## src/rtl/turbo_frame_sequencer.sv

```systemverilog
// rtl/turbo_frame_sequencer.sv - buffers one frame, replays it to the turbo decoder core, returns the result
module turbo_frame_sequencer #(
  parameter int DATA_W  = 84,
  parameter int OUT_W   = 5,
  parameter int WORDS   = 4,
  parameter int TIMEOUT = 1023,
  parameter int CNT_W   = 16
) (
  input  logic              i_clk,
  input  logic              i_rst_n,
  input  logic              i_abort,
  input  logic              i_in_valid,
  output logic              o_in_ready,
  input  logic [DATA_W-1:0] i_in_data,
  output logic              o_dec_start,
  output logic [DATA_W-1:0] o_dec_data,
  input  logic              i_dec_done,
  input  logic [OUT_W-1:0]  i_dec_data,
  output logic              o_out_valid,
  input  logic              i_out_ready,
  output logic [OUT_W-1:0]  o_out_data,
  output logic              o_timeout,
  output logic              o_busy,
  output logic [CNT_W-1:0]  o_frame_cnt,
  output logic [CNT_W-1:0]  o_tmo_cnt
);

  localparam int IDX_W = (WORDS > 1) ? $clog2(WORDS) : 1;
  localparam logic [IDX_W-1:0] LAST_IDX = IDX_W'(WORDS - 1);
  localparam logic [CNT_W-1:0] TMO_LAST = CNT_W'(TIMEOUT - 1);
  localparam logic [CNT_W-1:0] CNT_MAX  = '1;

  typedef enum logic [1:0] {
    ST_LOAD,
    ST_FEED,
    ST_WAIT,
    ST_OUT
  } state_e;

  state_e             state_q;
  logic [IDX_W-1:0]   wr_idx_q;
  logic [IDX_W-1:0]   rd_idx_q;
  logic [CNT_W-1:0]   timer_q;
  logic               dec_start_q;
  logic [DATA_W-1:0]  dec_data_q;
  logic               out_valid_q;
  logic [OUT_W-1:0]   out_data_q;
  logic               timeout_q;
  logic [CNT_W-1:0]   frame_cnt_q;
  logic [CNT_W-1:0]   tmo_cnt_q;
  logic [DATA_W-1:0]  frame_buf_q [WORDS];

  logic               in_fire;
  logic [DATA_W-1:0]  first_word_d;
  logic [IDX_W-1:0]   rd_next_d;

  assign in_fire = (state_q == ST_LOAD) && i_in_valid && !i_abort;
  assign rd_next_d = rd_idx_q + 1'b1;

  // With a single-word frame the first word to replay is the one being accepted right now,
  // so it has to bypass the buffer.
  always_comb begin
    first_word_d = frame_buf_q[0];
    if (wr_idx_q == '0) begin
      first_word_d = i_in_data;
    end
  end

  // Frame storage; deliberately not reset, only the indices define what is valid.
  always_ff @(posedge i_clk) begin
    if (in_fire) begin
      frame_buf_q[wr_idx_q] <= i_in_data;
    end
  end

  // Sequencer FSM with all core- and result-facing outputs registered.
  always_ff @(posedge i_clk or negedge i_rst_n) begin
    if (!i_rst_n) begin
      state_q     <= ST_LOAD;
      wr_idx_q    <= '0;
      rd_idx_q    <= '0;
      timer_q     <= '0;
      dec_start_q <= 1'b0;
      dec_data_q  <= '0;
      out_valid_q <= 1'b0;
      out_data_q  <= '0;
      timeout_q   <= 1'b0;
      frame_cnt_q <= '0;
      tmo_cnt_q   <= '0;
    end else begin
      timeout_q <= 1'b0;
      if (i_abort) begin
        state_q     <= ST_LOAD;
        wr_idx_q    <= '0;
        rd_idx_q    <= '0;
        timer_q     <= '0;
        dec_start_q <= 1'b0;
        dec_data_q  <= '0;
        out_valid_q <= 1'b0;
      end else begin
        case (state_q)
          ST_LOAD: begin
            if (i_in_valid) begin
              if (wr_idx_q == LAST_IDX) begin
                wr_idx_q    <= '0;
                rd_idx_q    <= '0;
                dec_start_q <= 1'b1;
                dec_data_q  <= first_word_d;
                state_q     <= ST_FEED;
              end else begin
                wr_idx_q <= wr_idx_q + 1'b1;
              end
            end
          end
          ST_FEED: begin
            // rd_idx_q names the word currently on o_dec_data; preload the next one.
            if (rd_idx_q == LAST_IDX) begin
              rd_idx_q    <= '0;
              dec_start_q <= 1'b0;
              dec_data_q  <= '0;
              timer_q     <= '0;
              state_q     <= ST_WAIT;
            end else begin
              rd_idx_q   <= rd_next_d;
              dec_data_q <= frame_buf_q[rd_next_d];
            end
          end
          ST_WAIT: begin
            // Done is checked first so a result on the last allowed cycle still counts.
            if (i_dec_done) begin
              out_data_q  <= i_dec_data;
              out_valid_q <= 1'b1;
              if (frame_cnt_q != CNT_MAX) begin
                frame_cnt_q <= frame_cnt_q + 1'b1;
              end
              state_q <= ST_OUT;
            end else if (timer_q == TMO_LAST) begin
              timeout_q <= 1'b1;
              if (tmo_cnt_q != CNT_MAX) begin
                tmo_cnt_q <= tmo_cnt_q + 1'b1;
              end
              timer_q <= '0;
              state_q <= ST_LOAD;
            end else begin
              timer_q <= timer_q + 1'b1;
            end
          end
          ST_OUT: begin
            if (i_out_ready) begin
              out_valid_q <= 1'b0;
              state_q     <= ST_LOAD;
            end
          end
          default: begin
            state_q <= ST_LOAD;
          end
        endcase
      end
    end
  end

  assign o_in_ready  = (state_q == ST_LOAD);
  assign o_busy      = (state_q != ST_LOAD);
  assign o_dec_start = dec_start_q;
  assign o_dec_data  = dec_data_q;
  assign o_out_valid = out_valid_q;
  assign o_out_data  = out_data_q;
  assign o_timeout   = timeout_q;
  assign o_frame_cnt = frame_cnt_q;
  assign o_tmo_cnt   = tmo_cnt_q;

endmodule

```

## config.mk

```make
export PLATFORM = sky130hd
export DESIGN_NAME = turbo_frame_sequencer
export DESIGN_NICKNAME = d
export VERILOG_FILES = /design/src/rtl/turbo_frame_sequencer.sv
export SDC_FILE = /design/constraint.sdc
export NUM_CORES = 1
export LEC_CHECK = 0
export CAP_MARGIN = 10
export CORE_ASPECT_RATIO = 0.7
export CORE_UTILIZATION = 25
export DETAILED_ROUTE_END_ITERATION = 7
export GPL_TIMING_DRIVEN = 0
export PLACE_DENSITY_LB_ADDON = 0.1
export SLEW_MARGIN = 20
export SYNTH_ARGS = -nofsm -noshare
export SYNTH_HDL_FRONTEND = slang
export SYNTH_SLANG_ARGS = --single-unit
export TNS_END_PERCENT = 20
```

## constraint.sdc

```tcl
create_clock -name i_clk -period 3.8 [get_ports i_clk]
set_input_delay 0.38 -clock i_clk [delete_from_list [all_inputs] [get_ports i_clk]]
set_output_delay 0.38 -clock i_clk [all_outputs]
set_load 0.05 [all_outputs]
```

==> results.md <==
- Worst rel slew slack: between 20% and 30%
- DRC viols: 0
- Startpoint types: register
- Grt met3 use: around 3.5%
- Core Region: 77500 sq um
- I/O Pins: 221
- Skew final: 0.0213 ns
- Worst Setup Path Type: register to register
- Crit path time final: roughly 3.5 ns
- Seq/Total Area, Yosys: a little over two thirds
- Crit-path max FO: 37
- Initial drt markers: 627
- Post-synth EDFFs: roughly 340
- CTS tree: built
- Setup Buffers After CTS: 0
- WL per Instance: 20.9 um
- M1 GR Usage: 19.8%
- Synth cell types: 48
- Unrepaired setup endpoints after global routing: no
- Period utilisation layout: ~92%
- Routed wire length: between 50000 and 60000 um
- Die area: roughly 80000 sq um
- Mapped Area: slightly below 20000 sq um
- Top FF cell, synth: edfxtp_1
- CTS sink count: roughly 480
- Post-route antenna net violation count: 0
- Fin Hold WS: roughly 0.27 ns
- Synth warnings: 0
- Measured slew at the worst slew-check pin: 1.05 ns
- Fill cell count: 7578
- Later-pin clock latency in the skew report: approximately 0.61 ns
- Initial Utilization: between 20 and 30%
- Vias in the first global route: about 13000
- Worst vdd ir: between 0.0003 and 0.0004 V
- Remaining Overflow, GRT: 0
- Pwr Total: about 12 mW
- Leakage: around 9 nW
- Worst path max stage delay: approximately 0.73 ns
- Area fraction of the dominant cell type after synthesis: 51.0%
- Top post-synthesis cells by area: edfxtp_1 (51%), dfrtp_1 (18%), mux4_2 (9.6%)
- GR peak layer: met2
- Hold Violations, Final: 0
- Number of setup violations in the final report: 0
- Total GRT Usage: approximately 14%
- I/O Buffers: 220
- Via count: 11900
- Stages on the worst setup path: 7
- Die width: 338 um
- Final Max Tran Viols: 0
- Root buffer cell: clkbuf_16
- Status: finished, final reports clean
- GRT met2 Usage: between 20% and 30%
- Synth-to-Final Area Change: 27.8%
- HP Class: primary input to async pin
- Die Y: approximately 240 um
- First-pass GRT wire length: 84000 um
- Hpwl dp: 36400 um
- Bufs and invs on worst path: 5
- Required time worst endpoint: a little over 4 ns
- Worst-path clk slew: 0.06 ns
- Critical-path cell list: inv_1 > ha_1 > clkbuf_1 > clkdlybuf4s15_1 > clkdlybuf4s15_2 > and2_4 > buf_16
- Area of the multi-input gates: roughly 5800 sq um
- CP arrival: 3.80 ns
- Maximum clock frequency: ~0.28 GHz
- Post-Syn Area per Cell: between 15 and 20 sq um
- Gpl congestion: 0.730
- Crit path max-delay cell type: clkdlybuf4s15_1
- CP top delay family: buffers and inverters
- Post-synth top area cell: edfxtp_1
- Vias per cell: ~4.4
- Row count: 85
- Initial antenna violation count: 5
- Share of cells above drive strength 1: about an eighth
- Final nets: 1685
- Max-cap check violation count: 0
- Sequential Area: between 10000 and 15000 sq um
- TritonCTS buffer count: between 50 and 60
- Largest net degree at the start of global routing: 60
- Fraction of registers with async set/reset: 30.3%
- Pwr dens: around 460 nW/um^2
- Worst R2R Path Depth: 7
- #FFs+latches synth: 482
- Clk buf depth: 3
- Post-synthesis cell count: ~1300
- Endpoint type of the worst setup path: register
- TritonRoute pass-1 iters: 5
- H-Tree Depth: 2
- Mapped Nets: 1400
-- registers in the layout, summed over array words and instances (netlist names) --
signal       cells
o_out_data       5
o_out_valid      1
o_dec_start      1
state_q          2
rd_idx_q         2
o_frame_cnt     16
o_tmo_cnt       16
o_timeout        1
o_dec_data      84
wr_idx_q         2
timer_q         16
frame_buf_q    336
-- power breakdown --
part / total, mW / switching [mW] / internal, mW
registers: 5.80 / 0.0431 / 5.76
clock network: 5.03 / 2.14 / 2.89
logic: 0.871 / 0.532 / 0.338
-- cells in the mapped netlist, drive strengths merged, types with 14 or more instances --
library cell	number
edfxtp	336
clkbuf	52
dfrtp	146
xnor2	14
nand3	25
a21oi	91
mux4	84
mux2i	87
nor2	115
xor2	20
buf	16
o21ai	94
nand2	112
-- per-layer routing --
layer / vias up / routed length, um
li1: 5496 / -
met1: 6071 / 26800
met2: 220 / 24800
met3: 74 / 3040
met4: 8 / 971
met5: - / 47
-- cells in the final DEF (no fill, tap or decap), drive strengths merged, types with 8 or more instances in the layout --
cell / netlist / routed
edfxtp: 336 / 336
clkdlybuf4s50: 0 / 219
dfrtp: 146 / 146
clkbuf: 52 / 128
nor2: 115 / 115
nand2: 112 / 112
o21ai: 94 / 94
a21oi: 91 / 91
mux2i: 87 / 87
mux4: 84 / 84
nand3: 25 / 25
buf: 16 / 24
xor2: 20 / 20
clkinv: 0 / 15
xnor2: 14 / 14
nor3: 10 / 10
mux2: 10 / 10
and3: 10 / 10
inv: 8 / 10
ha: 9 / 9
nand4: 8 / 8
-- worst register-to-register path: cells and delay by family (launching register included) --
kind,cells,cell delay [ns]
buffers and inverters,5,2.10
and+or+nand+nor,1,0.49
DFF,1,0.42
adders and majority gates,1,0.15
-- layout make-up --
| class | count | area share [%] |
|---|---|---|
| antenna | 2 | 0.0198 |
| buffer | 68 | 1.08 |
| clock buffer | 75 | 5.81 |
| clock inverter | 23 | 0.797 |
| inverter | 8 | 0.139 |
| multi-input combinational | 738 | 22.8 |
| sequential | 482 | 54.4 |
| tap | 1044 | 5.17 |
| timing repair buffer | 231 | 9.80 |
-- logic make-up (layout without fill, tap and decap cells) --
group,count (synthesis),count (layout),synth area share [%]
flops,482,482,69.5
buf+inv,76,405,1.46
mux,181,181,14.5
simple gates,313,313,7.06
compound gates,201,201,5.37
xor+xnor,34,34,1.51
other cells,0,2,0
fa+ha+maj,9,9,0.569
-- timing repair --
| action | CTS | global route |
|---|---|---|
| hold buffers | 1 | 0 |
| resized for setup | 3 | 0 |
| setup endpoints to repair | 69 | 0 |
| endpoints found under the hold margin | 42 | 0 |
-- path summary, 6_finish.rpt --
| path | slack [ns] | endpoint | start |
|---|---|---|---|
| max in group asynchronous | 2.56 | o_dec_data[25] | i_rst_n |
| min in group i_clk | 0.40 | o_out_data[3] | i_dec_data[3] |
| worst min register to register | 0.48 | o_dec_data[56] | o_dec_data[56] |
| worst max register to register | 0.29 | frame_buf_q[0][83] | wr_idx_q[0] |
| worst min-delay path | 0.27 | o_frame_cnt[9] | i_rst_n |
| worst max-delay path | 0.29 | frame_buf_q[0][83] | wr_idx_q[0] |
-- through the flow --
stage / util (%) / instance area (sq um) / worst slack [ns] / cells / setup TNS, ns
floorplan: - / 19800 / 0.321 / 1296 / 0
global placement: 30.0 / 23300 / -4.90 / 2560 / -1490.14
detailed placement: 30.4 / 23600 / -0.136 / 2570 / -7.63
CTS: 32.6 / 25300 / 0.103 / 2669 / 0
global route: 32.6 / 25300 / 0.0361 / 2669 / 0
finish: 32.6 / 25300 / 0.285 / 2671 / 0
Note: power is estimated with default switching activity, not from simulation.
